## src/rtl/actel_c2_cfg_loader.sv

```systemverilog
// actel_c2_cfg_loader
//  Serial configuration writer for a bank of Actel C2 mux logic cells. A framed 1-bit
//  stream (header, NUM_CELLS*8 data bits, one even-parity bit, all MSB-first) is taken
//  over a valid/ready handshake into a shadow register. The shadow is copied to cfg_word
//  in a single edge only once the parity bit checks out. A failed or aborted frame
//  therefore never disturbs the committed configuration.
//  Per-cell word = {d00,d01,d10,d11,a1,b1,a0,b0}; bit 7 = d00.
//
// Ports
//  clk        rising-edge clock
//  rst_n      asynchronous active-low reset
//  start      begin frame reception (only honoured in idle, done or error)
//  ser_valid  ser_data valid
//  ser_data   serial bit
//  ser_ready  loader can accept a bit (header, data and parity phases)
//  cfg_word   committed config; cell i at [8*i+7:8*i]
//  busy       frame in progress
//  done       1-cycle pulse: frame committed
//  err        held high after a header or parity error until the next start
module actel_c2_cfg_loader #(
  parameter int unsigned NUM_CELLS = 4,
  parameter logic [7:0]  HDR       = 8'hA5
) (
  input  logic                   clk,
  input  logic                   rst_n,
  input  logic                   start,
  input  logic                   ser_valid,
  input  logic                   ser_data,
  output logic                   ser_ready,
  output logic [NUM_CELLS*8-1:0] cfg_word,
  output logic                   busy,
  output logic                   done,
  output logic                   err
);

  localparam int unsigned NBITS = NUM_CELLS * 8;
  // NBITS is at least 8, so this also covers the 8-bit header count.
  localparam int unsigned CW    = $clog2(NBITS);

  typedef enum logic [2:0] {
    StIdle,
    StHdr,
    StData,
    StPar,
    StDone,
    StErr
  } state_e;

  state_e           state_q, state_d;
  logic [CW-1:0]    cnt_q, cnt_d;
  logic [7:0]       hdr_q, hdr_d;
  logic             par_q, par_d;
  logic [NBITS-1:0] shadow_q, shadow_d;
  logic [NBITS-1:0] cfg_q, cfg_d;

  logic             xfer;
  logic [7:0]       hdr_next;
  logic [CW-1:0]    bit_idx;

  assign xfer     = ser_valid && ser_ready;
  assign hdr_next = {hdr_q[6:0], ser_data};
  // Data arrives cell 0 first and MSB-first within a cell: data bit k lands at cell k/8,
  // bit 7-(k%8), i.e. the running count with its low three bits inverted.
  assign bit_idx  = cnt_q ^ CW'(7);

  always_ff @(posedge clk or negedge rst_n) begin
    if (!rst_n) begin
      state_q  <= StIdle;
      cnt_q    <= '0;
      hdr_q    <= '0;
      par_q    <= 1'b0;
      shadow_q <= '0;
      cfg_q    <= '0;
    end else begin
      state_q  <= state_d;
      cnt_q    <= cnt_d;
      hdr_q    <= hdr_d;
      par_q    <= par_d;
      shadow_q <= shadow_d;
      cfg_q    <= cfg_d;
    end
  end

  always_comb begin
    state_d   = state_q;
    cnt_d     = cnt_q;
    hdr_d     = hdr_q;
    par_d     = par_q;
    shadow_d  = shadow_q;
    cfg_d     = cfg_q;
    ser_ready = 1'b0;

    case (state_q)
      StIdle, StDone, StErr: begin
        if (start) begin
          state_d = StHdr;
          cnt_d   = '0;
          par_d   = 1'b0;
        end else if (state_q == StDone) begin
          state_d = StIdle;
        end
      end

      StHdr: begin
        ser_ready = 1'b1;
        if (xfer) begin
          hdr_d = hdr_next;
          if (cnt_q == CW'(7)) begin
            cnt_d   = '0;
            state_d = (hdr_next == HDR) ? StData : StErr;
          end else begin
            cnt_d = cnt_q + CW'(1);
          end
        end
      end

      StData: begin
        ser_ready = 1'b1;
        if (xfer) begin
          shadow_d[bit_idx] = ser_data;
          par_d             = par_q ^ ser_data;
          if (cnt_q == CW'(NBITS - 1)) begin
            cnt_d   = '0;
            state_d = StPar;
          end else begin
            cnt_d = cnt_q + CW'(1);
          end
        end
      end

      StPar: begin
        ser_ready = 1'b1;
        if (xfer) begin
          if ((par_q ^ ser_data) == 1'b0) begin
            cfg_d   = shadow_q;
            state_d = StDone;
          end else begin
            state_d = StErr;
          end
        end
      end

      default: state_d = StIdle;
    endcase
  end

  assign cfg_word = cfg_q;
  assign busy     = ser_ready;
  assign done     = (state_q == StDone);
  assign err      = (state_q == StErr);

endmodule

```

## config.mk

```make
export PLATFORM = sky130hd
export DESIGN_NAME = actel_c2_cfg_loader
export DESIGN_NICKNAME = d
export VERILOG_FILES = /design/src/rtl/actel_c2_cfg_loader.sv
export SDC_FILE = /design/constraint.sdc
export NUM_CORES = 1
export LEC_CHECK = 0
export ABC_AREA = 1
export CORE_MARGIN = 5
export CORE_UTILIZATION = 25
export DETAILED_ROUTE_END_ITERATION = 8
export REMOVE_ABC_BUFFERS = 1
export SYNTH_ARGS = -nofsm -noshare
export SYNTH_HDL_FRONTEND = slang
export SYNTH_SLANG_ARGS = --single-unit
```

## constraint.sdc

```tcl
create_clock -name clk -period 1.5 [get_ports clk]
set_clock_uncertainty 0.1 [all_clocks]
set_input_delay 0.225 -clock clk [delete_from_list [all_inputs] [get_ports clk]]
set_output_delay 0.225 -clock clk [all_outputs]
set_load 0.1 [all_outputs]
```

==> results.cfg, run 1 <==
[pwr]
powerDensity_mw_per_mm2 = 1320
worst_ir_drop_vdd_mv = 1.09
seqPwrFrac = 0.317
pwr-share-comb = 0.364
p_sw_uw = 2610
p_leak_uw = 0.00259
internal-power_uw = 5100
swShare = 0.339
fin_total_pwr_uw = 7710
clkPwrFrac = 0.320

[sta]
finalSetupTns_ps = -6700
post-route-min-period_ps = 1650
rsz0062_at_grt = true
slew_violations = 0
min_period_over_period = 1.10
hold_violations = 0
fmax_mhz = 605
worst_pin_slew_ps = 507
timing.final.ws_setup_ps = -152
slew_headroom = 0.661
setup_violations = 75

[detailed_routing]
final_antenna_net_count = 0
drt-vias-per-instance = 4.36
vias = 3090
drt_iter0_drc = 205
drc_errors = 0
first_pass_iters = 4
wirelength_mm = 9.05
avgRoutedWirePerCell_um = 12.8

[setup_path]
critPathArrivalTime_ps = 1330
regToRegStartpoint = cnt_q[1]
startpoint_type = flop
crit_path_end = ser_ready
path_class = reg -> out
r2r_slack_ps = -150
r2r_end = state_q[0]
crit_path_start = state_q[0]
reg2regPathDepth = 11
required_ps = 1170
critPathMaxFanout = 3
endpoint_kind = output port

[layout]
final_nets = 530
area_delta_synth_final_pct = 56.8
utilization = 0.402
post_route_cells_drive_above_1_share = 0.429
antenna_cells = 0

[placed_design]
dp_hpwl_mm = 6.04
portBuffers = 40
pre_cts_ws_ps = -237
gp_congestion = 0.798

[floorplanning]
initial_core_util = 0.256
die_h_um = 132
die-area_mm2 = 0.0175
boundaryPins = 41
rows = 44
fp.dieW_um = 132
core-area_mm2 = 0.0146

[clock_tree]
insertion_delay_ps = 330
path_clk_slew_ps = 60
numCtsBuffers = 9
clk_path_buf_depth = 2
cts.sinks = 80
clk_root_buffer_cell = clkbuf_16
cts.htree.levels = 3
cts_tree = built

[run]
max_cap_violations = 0

[global_route]
grt_use_total = 0.106
grt_pass1_vias = 3228
antenna_found_initial = 0
grt_pass1_wl_mm = 15.6
overflow = 0
grt_max_degree = 33

[outcome]
outcome = complete, but fails checks
violations = setup timing

[synthesis]
ys_types = 22
synth-async-reset-ratio = 1.00
synth.avg_cell_area_um2 = 8.75
ys_seq_elements = 80
yosysWarnings = 0
synthCells = 427
synth_edf_count = 0
netlist_area_mm2 = 0.00374
synth-seq-area-share = 0.536
ys.flop_type = dfrtp_1

[min_path]
hp-class = in -> async
-- cell families (layout without fill, tap and decap cells) --
| family | count (synthesis) | after routing | synth area share |
|---|---|---|---|
| flops | 80 | 80 | 0.536 |
| fa+ha+maj | 5 | 5 | 0.0167 |
| compound gates | 78 | 78 | 0.137 |
| buf+inv | 72 | 169 | 0.0881 |
| simple gates | 191 | 192 | 0.220 |
| xor+xnor | 1 | 1 | 0.00234 |
-- repair_timing --
item                                    4_1_cts  5_1_grt
endpoints found under the hold margin        22        0
endpoints found under the setup margin       31       84
hold buffers                                  1        0
gates cloned                                  1        2
pin swaps                                    10       18
gates resized for setup                      66       55
setup buffers                                13        4
-- Yosys cell counts, types with 2 or more instances --
cell type	instances	area (um^2)
buf_2	5	25.0
dfrtp_1	80	2000
o21ai_2	32	280
inv_1	51	191
a21oi_1	4	20.0
nand3_1	27	135
nand2_2	5	31.3
clkbuf_1	2	7.51
nand4_1	3	18.8
o21ai_0	19	95.1
nor2_2	3	18.8
inv_2	6	22.5
nand3_4	2	35.0
nand2_1	117	439
buf_6	6	67.6
buf_4	2	15.0
nor3_1	4	20.0
ha_1	5	62.6
o21ai_1	23	115
nor2_1	29	109
-- cell type report --
class	count	area (um^2)
flip-flops and latches	80	2000
inverters	57	223
repair buffers	96	1290
multi-input cells	276	1770
clock inverters	5	104
clock buffers	11	233
well taps	184	230
fillers	1375	8730
-- metrics by stage --
step                instances  hold WS (ps)  instance area [um^2]
finish                    709           245                  5860
global route              709           285                  5860
CTS                       703           246                  5590
detailed placement        672          53.7                  4920
global placement          672          46.4                  4920
floorplan                 412          -171                  3620
-- sequential cells by signal, summed over array words and instances (netlist names) --
signal    flops
shadow_q     32
cfg_word     32
cnt_q         5
hdr_q         7
state_q       3
par_q         1
-- power by group through the flow --
stage	Combinational, uW	Sequential (uW)	Clock, uW
detailed placement	2060	2470	0
global route	3010	2460	2610
global placement	2000	2460	0
floorplan	1010	2600	0
CTS	2460	2420	2520
finish	2800	2440	2460
-- worst max-delay path: stages, from the launching register on --
cell     delay [ps]
dfrtp_1         410
buf_6           140
nand2_2          90
nand2_2          70
buf_6           130
buf_12          160
-- worst min path at each step --
stage	startpoint	to	slack (ps)	cells after the start
after floorplan	rst_n	cfg_word[0]	-170	0
after global placement	rst_n	cfg_word[25]	50	1
after detailed placement	rst_n	cfg_word[25]	50	1
after CTS	rst_n	shadow_q[13]	250	2
after global routing	rst_n	cfg_word[26]	290	2
final	rst_n	cfg_word[22]	250	2
-- placed cells by master, fill, tap and decap left out --
master            n
inv_6             1
nand4_1           3
dlygate4sd3_1     1
nand3_2           8
nand2_2          31
clkdlybuf4s50_1   3
nand2_8           2
buf_6            10
clkinvlp_4        1
nor2_1           12
bufinv_16         3
ha_1              1
dfrtp_1          79
xor2_1            1
a21oi_1           4
clkbuf_16        10
clkbuf_1          2
nor3_1            4
ha_4              3
nand3_4           3
o21ai_0          11
o21ai_1          29
buf_12           40
inv_1            49
nand2_4           7
ha_2              1
inv_2             5
dfrtp_2           1
o21ai_2          34
nand3_1          18
buf_4            40
buf_8             1
inv_4             2
clkinv_2          1
nor2_4           14
nor2_2            6
nand2_1          83
nor3_4            1
-- metal layers --
layer,routed length (um),GRT usage,part of all wire
met5,0,0,0
met2,4510,0.170,0.50
met4,118,0.0362,0.013
met1,4030,0.138,0.45
met3,390,0.0279,0.043
(Power assumes the default switching activity.)
==> inputs of run 2 (changes only) <==
--- a/constraint.sdc
+++ b/constraint.sdc
@@ -4,2 +4,2 @@
 set_output_delay 0.225 -clock clk [all_outputs]
-set_load 0.1 [all_outputs]
+set_load 0.01 [all_outputs]
==> run 2 against run 1 <==
The flow still finishes with violations (setup timing). Die area stayed put. Maximum frequency down 1.1%. Clock-buffer cell count unchanged. Hold slack worse by 4.4 ps. Sequential cell count unchanged. First-iteration DRC count increased by 16%. Via count grew 5.1%. Combinational power fell by 27%. Clock power is 7% lower. Sequential share of layout area fell by 0.45 points. Critical endpoint is now shadow_q[0].
==> results.cfg, run 2 (same netlist as run 1, synthesis figures left out) <==
[outcome]
outcome = complete, but fails checks
violations = setup timing

[floorplanning]
fp.dieW_um = 132
die_h_um = 132
rows = 44
boundaryPins = 41
core-area_mm2 = 0.0146
initial_core_util = 0.256
die-area_mm2 = 0.0175

[pwr]
clkPwrFrac = 0.340
fin_total_pwr_uw = 6780
p_leak_uw = 0.00268
swShare = 0.315
powerDensity_mw_per_mm2 = 1140
worst_ir_drop_vdd_mv = 0.635
seqPwrFrac = 0.358
internal-power_uw = 4650
p_sw_uw = 2130
pwr-share-comb = 0.303

[setup_path]
r2r_end = shadow_q[0]
required_ps = 1590
reg2regPathDepth = 8
path_class = reg -> reg
crit_path_end = shadow_q[0]
regToRegStartpoint = state_q[2]
r2r_slack_ps = -170
startpoint_type = flop
critPathArrivalTime_ps = 1760
endpoint_kind = flop
crit_path_start = state_q[2]
critPathMaxFanout = 7

[layout]
utilization = 0.407
post_route_cells_drive_above_1_share = 0.438
antenna_cells = 0
layout_commonest_cell = dfrtp_1
n_fill_cell = 1346
final_nets = 541
area_delta_synth_final_pct = 58.9
layout.cells.non_filler = 720
final_cell_mix = dfrtp_1, nand2_1, inv_1, buf_4, o21ai_2

[detailed_routing]
drt-vias-per-instance = 4.51
final_antenna_net_count = 0
avgRoutedWirePerCell_um = 14.3
drt_iter0_drc = 237
first_pass_iters = 4
drc_errors = 0
vias = 3249
wirelength_mm = 10.3

[global_route]
grt_pass1_vias = 3126
grt_pass1_wl_mm = 14.7
grt_use_total = 0.0996
antenna_found_initial = 0
overflow = 0
grt_max_degree = 46

[placed_design]
portBuffers = 40
gp_congestion = 0.783
pre_cts_ws_ps = -299
dp_hpwl_mm = 6.24
post-place-cells = 679

[clock_tree]
clk_root_buffer_cell = clkbuf_16
cts.sinks = 80
path_clk_slew_ps = 60
insertion_delay_ps = 330
cts_tree = built
clk_path_buf_depth = 2
numCtsBuffers = 9
cts.htree.levels = 3

[sta]
worst_pin_slew_ps = 429
post-route-min-period_ps = 1670
slew_violations = 0
min_period_over_period = 1.11
hold_violations = 0
slew_headroom = 0.713
rsz0062_at_grt = true
timing.final.ws_setup_ps = -170
fmax_mhz = 599
setup_violations = 73

[run]
max_cap_violations = 0

[min_path]
hp-class = in -> async
==> run 2: cell count changes in the layout (fill, tap and decap cells not counted), moves of 5 or more <==
cell | previous run | this run
buf_6 | 10 | 16
nand2_4 | 7 | 25
o21ai_2 | 34 | 39
nand3_2 | 8 | 3
nand2_1 | 83 | 72
nand3_4 | 3 | 16
buf_12 | 40 | 5
dlygate4sd2_1 | 0 | 32
nand3_1 | 18 | 11
nand2_2 | 31 | 23
==> run 2: timing repair <==
action	4_1_cts	5_1_grt
resized for setup	59	186
endpoints found under the hold margin	19	0
pin swaps	7	16
gates cloned	0	9
buffers inserted	3	13
setup endpoints to repair	94	83
hold buffers	1	0
==> run 2: power by group through the flow <==
stage / registers, uW / clock network, uW / logic, uW
after floorplan: 2480 / 0 / 733
after global placement: 2460 / 0 / 1360
after detailed placement: 2470 / 0 / 1410
after CTS: 2420 / 2330 / 1450
after global routing: 2430 / 2430 / 2240
final: 2430 / 2300 / 2050
==> run 2: area by class of cell <==
type	instances	area, um^2	area share
Tap cell	184	230	0.0388
Inverter	57	218	0.0367
Sequential cell	80	2000	0.337
Clock buffer	11	233	0.0392
Clock inverter	5	81.3	0.0137
Multi-Input combinational cell	277	2110	0.356
Timing Repair Buffer	106	1060	0.179
==> run 2: worst min path at each step <==
stage,to
global route,cfg_word[25]
detailed placement,cfg_word[25]
CTS,cfg_word[25]
finish,cfg_word[25]
global placement,cfg_word[25]
floorplan,cfg_word[0]
==> run 2: metal layers <==
layer	GRT usage	share of wire	vias up
li1	-	-	1576
met1	0.124	0.40	1585
met2	0.172	0.54	78
met3	0.0290	0.053	10
met4	0.0221	0.013	0
met5	0	0	-
==> run 2: stage by stage <==
step | area [um^2] | setup TNS [ps] | hold slack (ps)
6_report | 5940 | -6610 | 241
5_1_grt | 5940 | -11330 | 273
4_1_cts | 4930 | -775 | 245
3_5_place_dp | 4610 | -16140 | 47.7
3_3_place_gp | 4610 | -13580 | 41.6
2_1_floorplan | 3620 | -16020 | -171
==> run 2: worst max-delay path: stages (launching register included) <==
cell,delay (ps)
dfrtp_1,420
inv_2,130
nand3_4,90
nor2_4,230
buf_6,140
clkbuf_16,160
nand3_1,120
nand2_1,80
o21ai_1,70
==> variant 1 (flow settings as in run 1) <==
Change the parameter `NUM_CELLS` from 4 to 2.
--- a/src/rtl/actel_c2_cfg_loader.sv
+++ b/src/rtl/actel_c2_cfg_loader.sv
@@ -18,7 +18,7 @@
 //  done       1-cycle pulse: frame committed
 //  err        held high after a header or parity error until the next start
 module actel_c2_cfg_loader #(
-  parameter int unsigned NUM_CELLS = 4,
+  parameter int unsigned NUM_CELLS = 2,
   parameter logic [7:0]  HDR       = 8'hA5
 ) (
   input  logic                   clk,
Interface: changed (resized cfg_word); port bits go from 41 to 25. No check against the original RTL was run, so the function may have changed too.
==> variant 1 against run 1 <==
The flow still finishes with violations (setup timing). Synthesized area down 39%. Maximum frequency down 1.1%. Worst setup slack worse by 0.018 ns. Synthesized cell count down 34%. Routed wire length down 44%. Via count down 38%. Total power down 37%. Sequential cell count down 33. Core utilization down 2.4 points. Cell area down 41%. Combinational power down 22%. Hold slack better by 0.029 ns. Global-route usage down 1.3 points. Critical path type unchanged. Cell count down 36%.
==> variant 1: results (changes against run 1) <==
metric,value,unit,change
dp_hpwl,3530,um,was 6040 um
cp_max_fo,4,,was 3
clk_path_buf_depth,2,,unchanged
dr_wl_met2,2440,um,was 4510 um
r2r_slack,-0.12,ns,was -0.15 ns
vias_per_cell,4.27,,was 4.36
antenna_found_initial,0,,unchanged
synth_commonest_cells,"nand2_1, dfrtp_1, inv_1",,unchanged
vias,1928,,was 3090
cpPeakStageDelay,0.41,ns,about the same
peakVddDrop,1.70,mV,was 1.09 mV
wl_met1,2290,um,was 4030 um
diodes,0,,unchanged
final_nets,349,,was 530
use_met2,0.153,,was 0.170
dp.cells,430,,was 672
wirelength,5030,um,was 9050 um
gp_congestion,0.833,,was 0.798
r2r-start,state_q[1],,was cnt_q[1]
grt_pass1_wl,8630,um,was 15600 um
first_iter_violations,47,,was 205
fin_ws,-0.169,ns,was -0.152 ns
ctsRootBufferMaster,clkbuf_8,,was clkbuf_16
slew_headroom,0.723,,was 0.661
synth_cell_type_count,27,,was 22
power.leakage,0.00153,uW,was 0.00259 uW
status,"complete, but fails checks",,unchanged
rr_endpoint,shadow_q[3],,was state_q[0]
tns,-1.99,ns,was -6.70 ns
cts_made_buffers,5,,was 9
gr-usage-met1,0.118,,was 0.138
r2r_cells,9,,was 11
cts_setup_buffers,8,,was 13
grt_use_total,0.0934,,was 0.106
clkSlewWorstSetupHoldPaths,0.10,ns,was 0.06 ns
finalHoldViolations,0,,unchanged
critPathTopFamily,buffers and inverters,,unchanged
dpl_cell_area,3000,um^2,was 4920 um^2
syn_area_per_cell,8.11,um^2,was 8.75 um^2
whs,0.274,ns,was 0.245 ns
io_buffers,24,,was 40
hp-class,in2async,,unchanged
setup_viol,25,,was 75
wl_met3,234,um,was 390 um
clk_latency,0.31,ns,was 0.33 ns
crit_type,reg2out,,unchanged
synth-seq-area-share,0.513,,was 0.536
ctsResizeCount,20,,was 66
area_growth,49.7,%,was 56.8%
dr.pass1.iters,4,,unchanged
htreeDepth,2,,was 3
cpMaxStageDelayCell,dfrtp_1,,unchanged
drive_gt1_frac,0.323,,was 0.429
grtUsageMet3,0.0245,,was 0.0279
violations,setup timing,,unchanged
synthArstFlopShare,1.00,,unchanged
ys_top_cells_by_area,"dfrtp_1, nand2_1, o21ai_1",,"was dfrtp_1, nand2_1, o21ai_2"
## variant 1: cell count changes in the layout (fill, tap and decap cells not counted), moves of 7 or more
cell / run 1 / this run
buf_12: 40 / 22
nand3_2: 8 / 1
o21ai_2: 34 / 1
inv_1: 49 / 31
clkbuf_16: 10 / 0
nand2_2: 31 / 10
dfrtp_1: 79 / 45
nor2_1: 12 / 5
buf_4: 40 / 24
nand3_1: 18 / 9
## variant 1: worst max path at each step
stage	end	slack, ns
after floorplan	state_q[1]	-2.29
after CTS	done	-0.20
after global routing	shadow_q[3]	-0.22
after detailed placement	state_q[1]	-0.09
final	done	-0.17
after global placement	cfg_word[6]	-0.06
## variant 1: area by class of cell
| type | instances | area, um^2 |
|---|---|---|
| clock buffer | 5 | 68.8 |
| clock inverter | 3 | 71.3 |
| fill | 927 | 5670 |
| inverter | 35 | 136 |
| multi-input combinational | 191 | 1070 |
| sequential | 47 | 1180 |
| tap | 111 | 139 |
| timing repair buffer | 60 | 767 |
## variant 1: report_power, final
group / switching [uW] / internal [uW]
Combinational: 1280 / 893
Sequential: 107 / 1420
Clock: 461 / 677
Total: 1850 / 2990
## variant 1: per-stage QoR
stage | util | total power [uW] | setup slack, ns
after floorplan | - | 2450 | -2.29
after global placement | 0.329 | 3150 | -0.0552
after detailed placement | 0.329 | 3180 | -0.0930
after CTS | 0.359 | 4570 | -0.198
after global routing | 0.377 | 5110 | -0.225
final | 0.377 | 4830 | -0.169
## variant 1: logic make-up (layout without fill, tap and decap cells)
kind of cell / Yosys count / after routing / share of synthesized area
XOR/XNOR: 1 / 1 / 0.00382
adder cells (fa/ha/maj): 4 / 4 / 0.0218
buffers and inverters: 45 / 103 / 0.0840
AND/OR/NAND/NOR: 139 / 139 / 0.272
AO/OA/AOI/OAI: 47 / 47 / 0.106
flip-flops: 47 / 47 / 0.513
==> variant 2 (flow settings as in run 1) <==
Made on the original files. Make the reset (`rst_n`) synchronous in one clocked block. Comments in the files are not updated.
--- a/src/rtl/actel_c2_cfg_loader.sv
+++ b/src/rtl/actel_c2_cfg_loader.sv
@@ -63,7 +63,7 @@
   // bit 7-(k%8), i.e. the running count with its low three bits inverted.
   assign bit_idx  = cnt_q ^ CW'(7);
 
-  always_ff @(posedge clk or negedge rst_n) begin
+  always_ff @(posedge clk) begin
     if (!rst_n) begin
       state_q  <= StIdle;
       cnt_q    <= '0;
Formal check against the unedited RTL: differs if rst_n is asserted again (counterexample within 4 cycles, from zero or initial values and one cycle with rst_n low); with rst_n held inactive, the same outputs for 10 cycles.
==> variant 2 against run 1 <==
The run still ends with setup timing left. Cell area shrank 3.1%. Worst setup slack gained 0.069 ns. Total power grew 9.9%. Hold slack lost 0.082 ns. Routed wire length grew 5.7%. Cell count grew 6.2%. Synthesized area shrank 5.2%. Synthesized cell count grew 11%. Sequential cell count is the same. Maximum frequency grew 4.4%.
==> variant 2: results (changes against run 1) <==
metric,value,unit,change
r2r_cells,10,,was 11
status,"complete, but fails checks",,unchanged
hp-class,in2reg,,was in2async
violations,setup timing,,unchanged
vias,3384,,was 3090
grt_pass1_vias,3220,,was 3228
setup_viol,11,,was 75
grt_max_degree,34,,was 33
r2r_slack,-0.07,ns,was -0.15 ns
worstPathArrival,1.26,ns,was 1.33 ns
cp_max_fo,5,,was 3
yosysMostFrequentCell,nor2_1,,was nand2_1
synth_cell_type_count,32,,was 22
dr_wl_met2,4950,um,was 4510 um
final_nets,578,,was 530
synthArstFlopShare,0,,was 1.00
pre_cts_ws,-0.416,ns,was -0.237 ns
wirelength,9570,um,was 9050 um
synth-xor-area-share,0.00247,,was 0.00234
r2r-start,cnt_q[0],,was cnt_q[1]
dpl_cell_area,4710,um^2,was 4920 um^2
ctsResizeCount,46,,was 66
ys_top_cells_by_area,"dfxtp_1, nor2_1, nand2_1",,"was dfrtp_1, nand2_1, o21ai_2"
syn_area_per_cell,7.45,um^2,was 8.75 um^2
synth_commonest_cells,"nor2_1, dfxtp_1, nand2_1",,"was nand2_1, dfrtp_1, inv_1"
tns,-0.402,ns,was -6.70 ns
wl_met3,342,um,was 390 um
drive_gt1_frac,0.389,,was 0.429
dp_hpwl,6260,um,was 6040 um
peakVddDrop,2.30,mV,was 1.09 mV
grt_pass1_wl,15200,um,was 15600 um
fin_ws,-0.0826,ns,was -0.152 ns
[variant 2: cell count changes after synthesis, moves of 9 or more]
cell      change
a21oi_1      +28
clkbuf_1      +9
dfrtp_1      -80
dfxtp_1      +80
inv_1        -28
nand2_1      -58
nor2_1       +79
o21ai_0      +25
o21ai_2      -32
[variant 2: cell type report]
class | instances | area (um^2) | area share
multi-input cells | 342 | 2010 | 0.354
flip-flops and latches | 80 | 1620 | 0.285
repair buffers | 101 | 1350 | 0.238
clock buffers | 11 | 243 | 0.0428
well taps | 180 | 225 | 0.0397
inverters | 32 | 183 | 0.0322
clock inverters | 5 | 32.5 | 0.00573
repair inverters | 2 | 17.5 | 0.00309
[variant 2: worst max-delay path by stage]
stage | startpoint | end | slack (ns)
final | state_q[1] | done | -0.08
after global placement | ser_data | cfg_word[21] | -0.34
after CTS | cnt_q[1] | state_q[2] | -0.10
after global routing | cnt_q[0] | state_q[0] | -0.17
after detailed placement | ser_data | cfg_word[20] | -0.42
after floorplan | state_q[1] | busy | -1.91
[variant 2: kinds of logic after synthesis]
group | after synthesis
simple gates | 239
compound gates | 96
buf+inv | 54
flops | 80
xor+xnor | 1
fa+ha+maj | 5
[variant 2: worst max-delay path, cell delays in order, from the launching register on]
cell	delay [ns]
dfxtp_4	0.36
buf_6	0.12
nor2_4	0.12
nand2_2	0.08
inv_2	0.07
buf_12	0.17
[variant 2: report_power, final]
part / switching [uW] / leakage (uW) / internal, uW
registers: 215 / 0.000649 / 2320
clock network: 873 / 0.000128 / 1160
logic: 2330 / 0.00143 / 1560
[variant 2: through the flow]
step                utilization  hold WS, ns
global placement          0.340        0.343
detailed placement        0.340        0.348
CTS                       0.378        0.365
finish                    0.409        0.163
floorplan                     -        0.245
global route              0.409        0.188
